`src/rtl/aesl_deadlock_report_ctrl_if.sv`:
```
// Bundles the monitor inputs, the report record stream and the deadlock status of the report controller.
// master = controller side, slave = monitor/reporter side.
interface aesl_deadlock_report_ctrl_if #(
  parameter int NCH     = 3,
  parameter int FIELD_W = 3,
  parameter int CNT_W   = 16
);
  localparam int CHAN_W = $clog2(NCH) + 1;

  logic                     block;
  logic [NCH*FIELD_W-1:0]   axis_block_info;
  logic                     rpt_valid;
  logic                     rpt_ready;
  logic [CHAN_W-1:0]        rpt_chan;
  logic [FIELD_W-1:0]       rpt_field;
  logic                     deadlock_found;
  logic                     finish_req;
  logic [CNT_W-1:0]         persist_cnt;

  modport master (
    input  block, axis_block_info, rpt_ready,
    output rpt_valid, rpt_chan, rpt_field, deadlock_found, finish_req, persist_cnt
  );

  modport slave (
    output block, axis_block_info, rpt_ready,
    input  rpt_valid, rpt_chan, rpt_field, deadlock_found, finish_req, persist_cnt
  );
endinterface

```
`src/rtl/aesl_deadlock_report_ctrl.sv`:
```
// Declares deadlock after THRESHOLD stable blocked cycles, then streams one record per blocked channel.
// All outputs registered; rpt_valid is computed from next state, never from rpt_ready in the same cycle.
module aesl_deadlock_report_ctrl #(
  parameter int NCH       = 3,
  parameter int FIELD_W   = 3,
  parameter int THRESHOLD = 1000,
  parameter int CNT_W     = 16
) (
  input  logic                          clock,
  input  logic                          reset,
  aesl_deadlock_report_ctrl_if.master   bus
);
  localparam int CHAN_W = $clog2(NCH) + 1;
  localparam int INFO_W = NCH * FIELD_W;
  localparam logic [CNT_W-1:0]  THR_CNT = CNT_W'(THRESHOLD);
  localparam logic [CNT_W-1:0]  THR_M1  = CNT_W'(THRESHOLD - 1);
  localparam logic [CHAN_W-1:0] LAST_CH = CHAN_W'(NCH - 1);

  typedef enum logic [1:0] {S_IDLE, S_SUSPECT, S_DUMP, S_DONE} state_t;

  state_t              r_state, w_state_nxt;
  logic [CNT_W-1:0]    r_persist_cnt, w_persist_nxt;
  logic [INFO_W-1:0]   r_info_hold, w_info_hold_nxt;
  logic [INFO_W-1:0]   r_snapshot, w_snapshot_nxt;
  logic [CHAN_W-1:0]   r_ptr, w_ptr_nxt;
  logic                r_rpt_valid, w_rpt_valid_nxt;
  logic [CHAN_W-1:0]   r_rpt_chan, w_rpt_chan_nxt;
  logic [FIELD_W-1:0]  r_rpt_field, w_rpt_field_nxt;
  logic                r_deadlock_found, w_found_nxt;
  logic                r_finish_req, w_finish_nxt;
  logic [FIELD_W-1:0]  w_cur_field;
  logic [FIELD_W-1:0]  w_nxt_field;
  logic                w_handled;

  function automatic logic [FIELD_W-1:0] f_field(input logic [INFO_W-1:0] v,
                                                 input logic [CHAN_W-1:0] p);
    logic [FIELD_W-1:0] f;
    f = '0;
    for (int k = 0; k < NCH; k++) begin
      if (p == CHAN_W'(k)) f = v[k*FIELD_W +: FIELD_W];
    end
    return f;
  endfunction

  always_ff @(posedge clock) begin
    if (reset) begin
      r_state          <= S_IDLE;
      r_persist_cnt    <= '0;
      r_info_hold      <= '0;
      r_snapshot       <= '0;
      r_ptr            <= '0;
      r_rpt_valid      <= 1'b0;
      r_rpt_chan       <= '0;
      r_rpt_field      <= '0;
      r_deadlock_found <= 1'b0;
      r_finish_req     <= 1'b0;
    end else begin
      r_state          <= w_state_nxt;
      r_persist_cnt    <= w_persist_nxt;
      r_info_hold      <= w_info_hold_nxt;
      r_snapshot       <= w_snapshot_nxt;
      r_ptr            <= w_ptr_nxt;
      r_rpt_valid      <= w_rpt_valid_nxt;
      r_rpt_chan       <= w_rpt_chan_nxt;
      r_rpt_field      <= w_rpt_field_nxt;
      r_deadlock_found <= w_found_nxt;
      r_finish_req     <= w_finish_nxt;
    end
  end

  always_comb begin
    w_state_nxt     = r_state;
    w_persist_nxt   = r_persist_cnt;
    w_info_hold_nxt = r_info_hold;
    w_snapshot_nxt  = r_snapshot;
    w_ptr_nxt       = r_ptr;
    w_cur_field     = f_field(r_snapshot, r_ptr);
    // A zero field is skipped; a non-zero one waits for its handshake.
    w_handled       = (w_cur_field == '0) || (r_rpt_valid && bus.rpt_ready);
    unique case (r_state)
      S_IDLE: begin
        if (bus.block) begin
          w_info_hold_nxt = bus.axis_block_info;
          w_persist_nxt   = CNT_W'(1);
          if (THRESHOLD == 1) begin
            w_state_nxt    = S_DUMP;
            w_snapshot_nxt = bus.axis_block_info;
            w_ptr_nxt      = '0;
          end else begin
            w_state_nxt    = S_SUSPECT;
          end
        end
      end
      S_SUSPECT: begin
        if (!bus.block) begin
          w_state_nxt   = S_IDLE;
          w_persist_nxt = '0;
        end else if (bus.axis_block_info != r_info_hold) begin
          w_info_hold_nxt = bus.axis_block_info;
          w_persist_nxt   = CNT_W'(1);
        end else if (r_persist_cnt == THR_M1) begin
          w_state_nxt    = S_DUMP;
          w_snapshot_nxt = r_info_hold;
          w_persist_nxt  = THR_CNT;
          w_ptr_nxt      = '0;
        end else begin
          w_persist_nxt = r_persist_cnt + 1'b1;
        end
      end
      S_DUMP: begin
        if (w_handled) begin
          if (r_ptr == LAST_CH) w_state_nxt = S_DONE;
          else                  w_ptr_nxt   = r_ptr + 1'b1;
        end
      end
      S_DONE: begin
        w_state_nxt = S_DONE;
      end
      default: begin
        w_state_nxt = S_IDLE;
      end
    endcase
  end

  always_comb begin
    w_nxt_field     = f_field(w_snapshot_nxt, w_ptr_nxt);
    w_rpt_valid_nxt = (w_state_nxt == S_DUMP) && (w_nxt_field != '0);
    w_rpt_chan_nxt  = w_rpt_valid_nxt ? w_ptr_nxt : '0;
    w_rpt_field_nxt = w_rpt_valid_nxt ? w_nxt_field : '0;
    w_found_nxt     = (w_state_nxt == S_DONE);
    w_finish_nxt    = (w_state_nxt == S_DONE) && (r_state != S_DONE);
  end

  assign bus.rpt_valid      = r_rpt_valid;
  assign bus.rpt_chan       = r_rpt_chan;
  assign bus.rpt_field      = r_rpt_field;
  assign bus.deadlock_found = r_deadlock_found;
  assign bus.finish_req     = r_finish_req;
  assign bus.persist_cnt    = r_persist_cnt;
endmodule

```
`src/flat_wrapper.sv`:
```
// flat-port wrapper written by rule: the top's interface ports become plain ports
module aesl_deadlock_report_ctrl_flat 
#(
  parameter int NCH       = 3,
  parameter int FIELD_W   = 3,
  parameter int THRESHOLD = 1000,
  parameter int CNT_W     = 16
)
  (clock, reset, bus_block, bus_axis_block_info, bus_rpt_ready, bus_rpt_valid, bus_rpt_chan, bus_rpt_field, bus_deadlock_found, bus_finish_req, bus_persist_cnt);
  aesl_deadlock_report_ctrl_if #(.NCH(NCH), .FIELD_W(FIELD_W), .CNT_W(CNT_W)) bus_i ();
  input  logic clock;
  input  logic reset;
  input wire logic [$bits(bus_i.block)-1:0] bus_block;
  input wire logic [$bits(bus_i.axis_block_info)-1:0] bus_axis_block_info;
  input wire logic [$bits(bus_i.rpt_ready)-1:0] bus_rpt_ready;
  output wire logic [$bits(bus_i.rpt_valid)-1:0] bus_rpt_valid;
  output wire logic [$bits(bus_i.rpt_chan)-1:0] bus_rpt_chan;
  output wire logic [$bits(bus_i.rpt_field)-1:0] bus_rpt_field;
  output wire logic [$bits(bus_i.deadlock_found)-1:0] bus_deadlock_found;
  output wire logic [$bits(bus_i.finish_req)-1:0] bus_finish_req;
  output wire logic [$bits(bus_i.persist_cnt)-1:0] bus_persist_cnt;
  assign bus_i.block = bus_block;
  assign bus_i.axis_block_info = bus_axis_block_info;
  assign bus_i.rpt_ready = bus_rpt_ready;
  assign bus_rpt_valid = bus_i.rpt_valid;
  assign bus_rpt_chan = bus_i.rpt_chan;
  assign bus_rpt_field = bus_i.rpt_field;
  assign bus_deadlock_found = bus_i.deadlock_found;
  assign bus_finish_req = bus_i.finish_req;
  assign bus_persist_cnt = bus_i.persist_cnt;
  aesl_deadlock_report_ctrl #(.NCH(NCH), .FIELD_W(FIELD_W), .THRESHOLD(THRESHOLD), .CNT_W(CNT_W)) u_core (.clock(clock), .reset(reset), .bus(bus_i));
endmodule
```
`config.mk`:
```
export PLATFORM = sky130hd
export DESIGN_NAME = aesl_deadlock_report_ctrl_flat
export DESIGN_NICKNAME = d
export VERILOG_FILES = /design/src/rtl/aesl_deadlock_report_ctrl_if.sv /design/src/rtl/aesl_deadlock_report_ctrl.sv /design/src/flat_wrapper.sv
export SDC_FILE = /design/constraint.sdc
export NUM_CORES = 1
export LEC_CHECK = 0
export CAP_MARGIN = 10
export CORE_UTILIZATION = 35
export CTS_CLUSTER_SIZE = 30
export DETAILED_ROUTE_END_ITERATION = 8
export MAX_ROUTING_LAYER = met4
export SYNTH_ARGS = -nofsm -noshare
export SYNTH_HDL_FRONTEND = slang
export SYNTH_SLANG_ARGS = --single-unit
export TNS_END_PERCENT = 10
```
`constraint.sdc`:
```
create_clock -name clock -period 3.3 [get_ports clock]
set_input_delay 0.825 -clock clock [delete_from_list [all_inputs] [get_ports clock]]
set_output_delay 0.825 -clock clock [all_outputs]
set_load 0.02 [all_outputs]
```
=== Word-level counts from Yosys, hierarchy flattened ===
Cells that the tools add are included.

* $add $sub $neg: 2
* $mul: 0
* Div/mod/pow operators: 0
* Order comparisons: 0
* Eq/ne operators: 15
* Shift-type cells: 0
* Muxes and demuxes: 32
* Bitwise logic cells: 1
* Reductions and logical operators: 13

{| class="wikitable"
|+ Operators with widths
! kind !! count
|-
| 16-bit 2-to-1 mux || 4
|-
| 9-bit 2-to-1 mux || 7
|-
| 3-bit 2-to-1 mux || 11
|-
| 16-bit case mux with 2 select lines || 1
|-
| 9-bit case mux with 2 select lines || 1
|-
| 16-bit by 1-bit adder with 16-bit output (second input constant) || 1
|-
| 16-bit by 10-bit == test with 1-bit output (second input constant) || 1
|-
| 2-bit 2-to-1 mux || 6
|-
| 3-bit logical NOT || 3
|-
| 9-bit inequality test || 1
|-
| 2-bit == test (second input constant) || 4
|-
| 2-bit case mux with 4 select lines || 1
|-
| 3-bit by 1-bit == test with 1-bit output (second input constant) || 2
|-
| 3-bit by 2-bit == test with 1-bit output (second input constant) || 2
|-
| 2-bit inequality test (second input constant) || 3
|-
| 3-bit case mux with 2 select lines || 1
|-
| 4-bit AND reduction || 1
|-
| 3-bit by 1-bit adder with 3-bit output (second input constant) || 1
|-
| 1-bit logical AND || 3
|-
| 3-bit nonzero test || 1
|-
| 2-bit by 1-bit == test with 1-bit output (second input constant) || 1
|-
| 2-bit logical NOT || 1
|-
| 2-bit by 1-bit inequality test with 1-bit output (second input constant) || 1
|-
| 2-bit AND reduction || 1
|-
| other kinds (4) || 4
|}

* Bits in registers: 48
* Bits in latches: 0
* Memory bits (writable): 0
* Bits in read-only memories: 0
* Memories: 0

=== Longest topological paths before layout ===
* Word-level depth: 16
* Mapped depth: 10
* Mapped depth without buffers: 10

=== Worst setup path after synthesis ===
No wires, ideal clock.

* Kind: in2reg
* Start point: input port bus_axis_block_info[5]
* End point: register u_core.r_rpt_chan[0], in the netlist u_core.bus.rpt_chan[0]
* Data arrival time: 2.655 ns
* Setup slack: 0.506 ns
* Stages: 8
* Buffers on the path: 0
* Cells stage by stage: xor2_1 > nor4_1 > nand4_1 > nor2_2 > mux2i_1 > mux2i_1 > mux2i_1 > a311oi_1

* Longest elaborated chain between the ends: 12
* Elaborated cells between the ends (all ways): 21
* Classes of those cells: eq/ne (4); mux (12); bitwise (1); reduce/logical (4)

{| class="wikitable"
|+ Ends and longest elaborated chain
! element !! line !! text
|-
| from (decl) || flat_wrapper.sv:14 || <nowiki>input wire logic [$bits(bus_i.axis_block_info)-1:0] bus_axis_block_info;</nowiki>
|-
| 9-bit inequality test (*) || aesl_deadlock_report_ctrl.sv:98 || <nowiki>end else if (bus.axis_block_info != r_info_hold) begin</nowiki>
|-
| 3-bit 2-to-1 mux || aesl_deadlock_report_ctrl.sv:98 ||
|-
| 3-bit 2-to-1 mux || aesl_deadlock_report_ctrl.sv:95 || <nowiki>if (!bus.block) begin</nowiki>
|-
| 3-bit case mux with 2 select lines || aesl_deadlock_report_ctrl.sv:80 || <nowiki>unique case (r_state)</nowiki>
|-
| 3-bit logical NOT || aesl_deadlock_report_ctrl.sv:40 || <nowiki>if (p == CHAN_W'(k)) f = v[k*FIELD_W +: FIELD_W];</nowiki>
|-
| 3-bit 2-to-1 mux (3 in a row) || aesl_deadlock_report_ctrl.sv:40 ||
|-
| 3-bit nonzero test || aesl_deadlock_report_ctrl.sv:127 || <nowiki>w_rpt_valid_nxt = (w_state_nxt == S_DUMP) && (w_nxt_field != '0);</nowiki>
|-
| 1-bit logical AND || aesl_deadlock_report_ctrl.sv:127 ||
|-
| 1-bit inverter (no source line) || - ||
|-
| 2-bit OR reduction (no source line) || - ||
|-
| to (signal assigned) || aesl_deadlock_report_ctrl.sv:64 || <nowiki>r_rpt_chan <= w_rpt_chan_nxt;</nowiki>
|-
| to (decl) || aesl_deadlock_report_ctrl.sv:27 || <nowiki>logic [CHAN_W-1:0] r_rpt_chan, w_rpt_chan_nxt;</nowiki>
|}

Every way passes the cells marked *; elsewhere a longest branch is shown, timed or not.
A chain may end at the register's enable or synchronous reset.

=== Worst setup path in the final report ===
* Start point: input port bus_axis_block_info[6]
* End point: register u_core.r_rpt_chan[0], in the netlist u_core.bus.rpt_chan[0]

Same word-level chain as after synthesis.

==> impl_results.md <==
* Crit start category: input pin
* TritonCTS Buffers at 5
* Post-route cell area at between 0.003 and 0.004 mm²
* Ranking of synthesized cells by area: dfxtp_1 40%, mux2i_1 10%, nor2_1 7.7%
* Ys async rst share at 0
* Status: finished with violations
* Reg2reg setup slack at 0.56 ns
* Sw Pwr at 0.397 mW
* Flop pwr share at 0.469
* Area after DPL at 0.00290 mm²
* Seq/Total Area, Yosys at 0.400
* First-pass GRT wire length at 9.24 mm
* Total wire length at 5.47 mm
* CTS tree: done
* Peak Freq at 338 MHz
* Core area at 0.00649 mm²
* Worst relative slew slack at 0.612
* Clock sinks at 48
* Part of the cycle the worst path needs at 0.897
* Routed Antenna Nets at 0
* Finished Layout Cells at 397
* H-tree Lvls at 2
* Cell total after placement at around 400
* Port bufs at 37
* Hold Vio Cnt, Final at 0
* Worst Path Required at 3.46 ns
* Cell area after synthesis at approximately 0.0024 mm²
* Critical R2R Capture: u_core.bus.rpt_chan[0]
* TNS Setup at 0 ns
* Clk buf depth at 2
* Antenna violations before repair at 0
* CP max FO at 9
* Worst vdd ir at around 0.25 mV
* TritonRoute pass-1 iters at 7
* CTS root buffer: clkbuf_8
* Crit Path Class: input pin to flip-flop
* Slew @ Worst Pin at between 0.5 and 0.6 ns
* Power Total at 1.35 mW
* Worst R2R Path Depth at 8
* Hold_buf cts at 0
* Avg Cell Area, Syn at 8.70 µm²
* Max-slew violations at 0
* Unrepaired setup endpoints after global routing: no
* PwrDens at 448 mW/mm²
* Share of cells above drive strength 1 at 0.0656
* Via count at between 2000 and 2500
* Flops & latches, synth at 48
* Iter 0 DRT Violations at 152
* HPWL Detailed at 4.13 mm
* Setup bufs post-CTS at 0
* Internal at 0.955 mW
* Leakage at ~1.2 nW
* Final worst path period need at 2.96 ns
* Syn Nets at 298
* Top cell type's share of synthesized area at 0.400
* Routed wire per std cell at 13.8 µm
* Die area at 0.00720 mm²
* Vias/cell at approximately 5.2
* Worst hold-check path type: flip-flop to flip-flop
* Num ports at 38
* Syn-to-layout area delta at 25.5%
* Gr usage total at 0.167
* Crit. End Element: flip-flop
* Post-CTS sizing at 0
* Violated checks: design-rule violations
* Placer Congestion at 0.821
* # rows at 29
* Vias in the first global route at 1923
* Layout Nets at 341
* WHS Endpoint: u_core.r_snapshot[8]
* Yosys top cell by area: dfxtp_1
* Post-Syn Instances at 276
* Distinct cells, synth at 44
* Largest net degree at the start of global routing at 33
* Number of endpoints failing setup at the final stage at 0
* Die height at 84.8 µm
* Die X at between 80 and 90 µm
* Clock power share at 0.311
* Ant. Diodes at 0
* RR Startpoint: u_core.bus.persist_cnt[10]
* Grt ovf at 0
* Crit path arrival time at 3.12 ns
* # Max-Cap Violations at 0
* Hold path startpoint: u_core.r_snapshot[8]
* Logic pwr share at 0.220
* Post-synth top flop: dfxtp_1
* Sw frac at 0.293
* Clock skew at 0.00723 ns
* Post-synth EDFFs at 0
* Initial Util at 0.370
* Reg clk slew, reported paths at 0.09 ns
* Synthesis warning total at 0
* DRC at 2
* Clk_lat worst skew at around 0.30 ns
* Number of cells on the worst hold path at 2
-- cells in the mapped netlist (6+ instances only) --
cell	n
and3_1	7
nor3_1	7
a21oi_1	10
inv_1	11
ha_1	9
o21ai_0	11
mux2i_1	25
nor2_1	49
xor2_1	15
nand3_1	7
clkbuf_1	6
nand4_1	6
dfxtp_1	48
nand2_1	15
-- final cells by class --
class	count	area (µm²)
Tap cell	77	96.3
Sequential cell	48	961
Inverter	11	41.3
Clock inverter	3	42.5
Fill cell	664	3480
Timing Repair Buffer	44	435
Clock buffer	5	68.8
Multi-Input combinational cell	209	1370
-- flip-flops by register name, summed over array words and instances (netlist names) --
register,flops
u_core.bus.rpt_field,3
u_core.bus.finish_req,1
u_core.bus.deadlock_found,1
u_core.bus.rpt_chan,3
u_core.bus.persist_cnt,16
u_core.bus.rpt_valid,1
u_core.r_ptr,3
u_core.r_snapshot,9
u_core.r_state,2
u_core.r_info_hold,9
-- through the flow --
stage	hold WS (ns)	setup slack (ns)	utilization
finish	0.539	0.341	0.464
global route	0.572	0.182	0.464
CTS	0.540	0.358	0.464
detailed placement	0.516	0.0505	0.447
global placement	0.514	0.0844	0.447
floorplan	0.479	0.506	-
-- metal layers --
layer | vias up | GRT usage | share of wire
met5 | - | - | 0
li1 | 1063 | - | -
met2 | 49 | 0.240 | 0.43
met3 | 4 | 0.0243 | 0.042
met4 | 0 | 0.0508 | 0.011
met1 | 945 | 0.240 | 0.52
-- logic make-up after synthesis --
kind of cell             synth area share
multiplexers                        0.104
XOR/XNOR                           0.0583
flip-flops                          0.400
adder cells (fa/ha/maj)            0.0469
buffers and inverters              0.0297
other                             0.00156
AO/OA/AOI/OAI                       0.118
AND/OR/NAND/NOR                     0.242
-- critical path, cell delays in order --
cell	delay, ns
clkdlybuf4s50_1	0.44
xor2_1	0.19
nor4_1	0.33
nand4_1	0.18
nor2_2	0.18
buf_12	0.16
mux2i_1	0.26
mux2i_1	0.13
mux2i_1	0.27
a311oi_1	0.14
-- power by group through the flow --
stage / logic [mW] / registers [mW] / clock network, mW
6_report: 0.298 / 0.634 / 0.421
5_1_grt: 0.335 / 0.638 / 0.462
4_1_cts: 0.298 / 0.634 / 0.439
3_5_place_dp: 0.297 / 0.647 / 0
3_3_place_gp: 0.295 / 0.647 / 0
2_1_floorplan: 0.199 / 0.649 / 0
-- how the worst max path moves through the flow --
stage / start / end / slack (ns) / cells after the start
after floorplan: bus_axis_block_info[5] / u_core.bus.rpt_chan[0] / 0.51 / 8
after global placement: bus_axis_block_info[6] / u_core.bus.rpt_chan[1] / 0.08 / 10
after detailed placement: bus_axis_block_info[6] / u_core.bus.rpt_chan[0] / 0.05 / 10
after CTS: bus_axis_block_info[6] / u_core.bus.rpt_chan[0] / 0.36 / 10
after global routing: bus_axis_block_info[6] / u_core.bus.rpt_chan[0] / 0.18 / 10
final: bus_axis_block_info[6] / u_core.bus.rpt_chan[0] / 0.34 / 10
-- cell usage in the layout (no fill, tap or decap), drive strengths merged, types with 2 or more instances in the layout --
cell / instances
nand3b: 2
nand4: 7
and2: 5
a211oi: 2
o31ai: 2
mux2i: 25
a21o: 2
a32oi: 2
o21ai: 12
nor4b: 2
a21oi: 10
nor2: 50
nand3: 7
nor3: 7
dfxtp: 48
a311oi: 2
clkdlybuf4s50: 37
ha: 9
or3: 3
and3: 7
a31oi: 2
clkbuf: 5
nand2b: 2
nor4: 4
a22oi: 3
nand2: 15
xor2: 15
inv: 11
buf: 7
No activity file was read; power rests on OpenSTA's default activity.
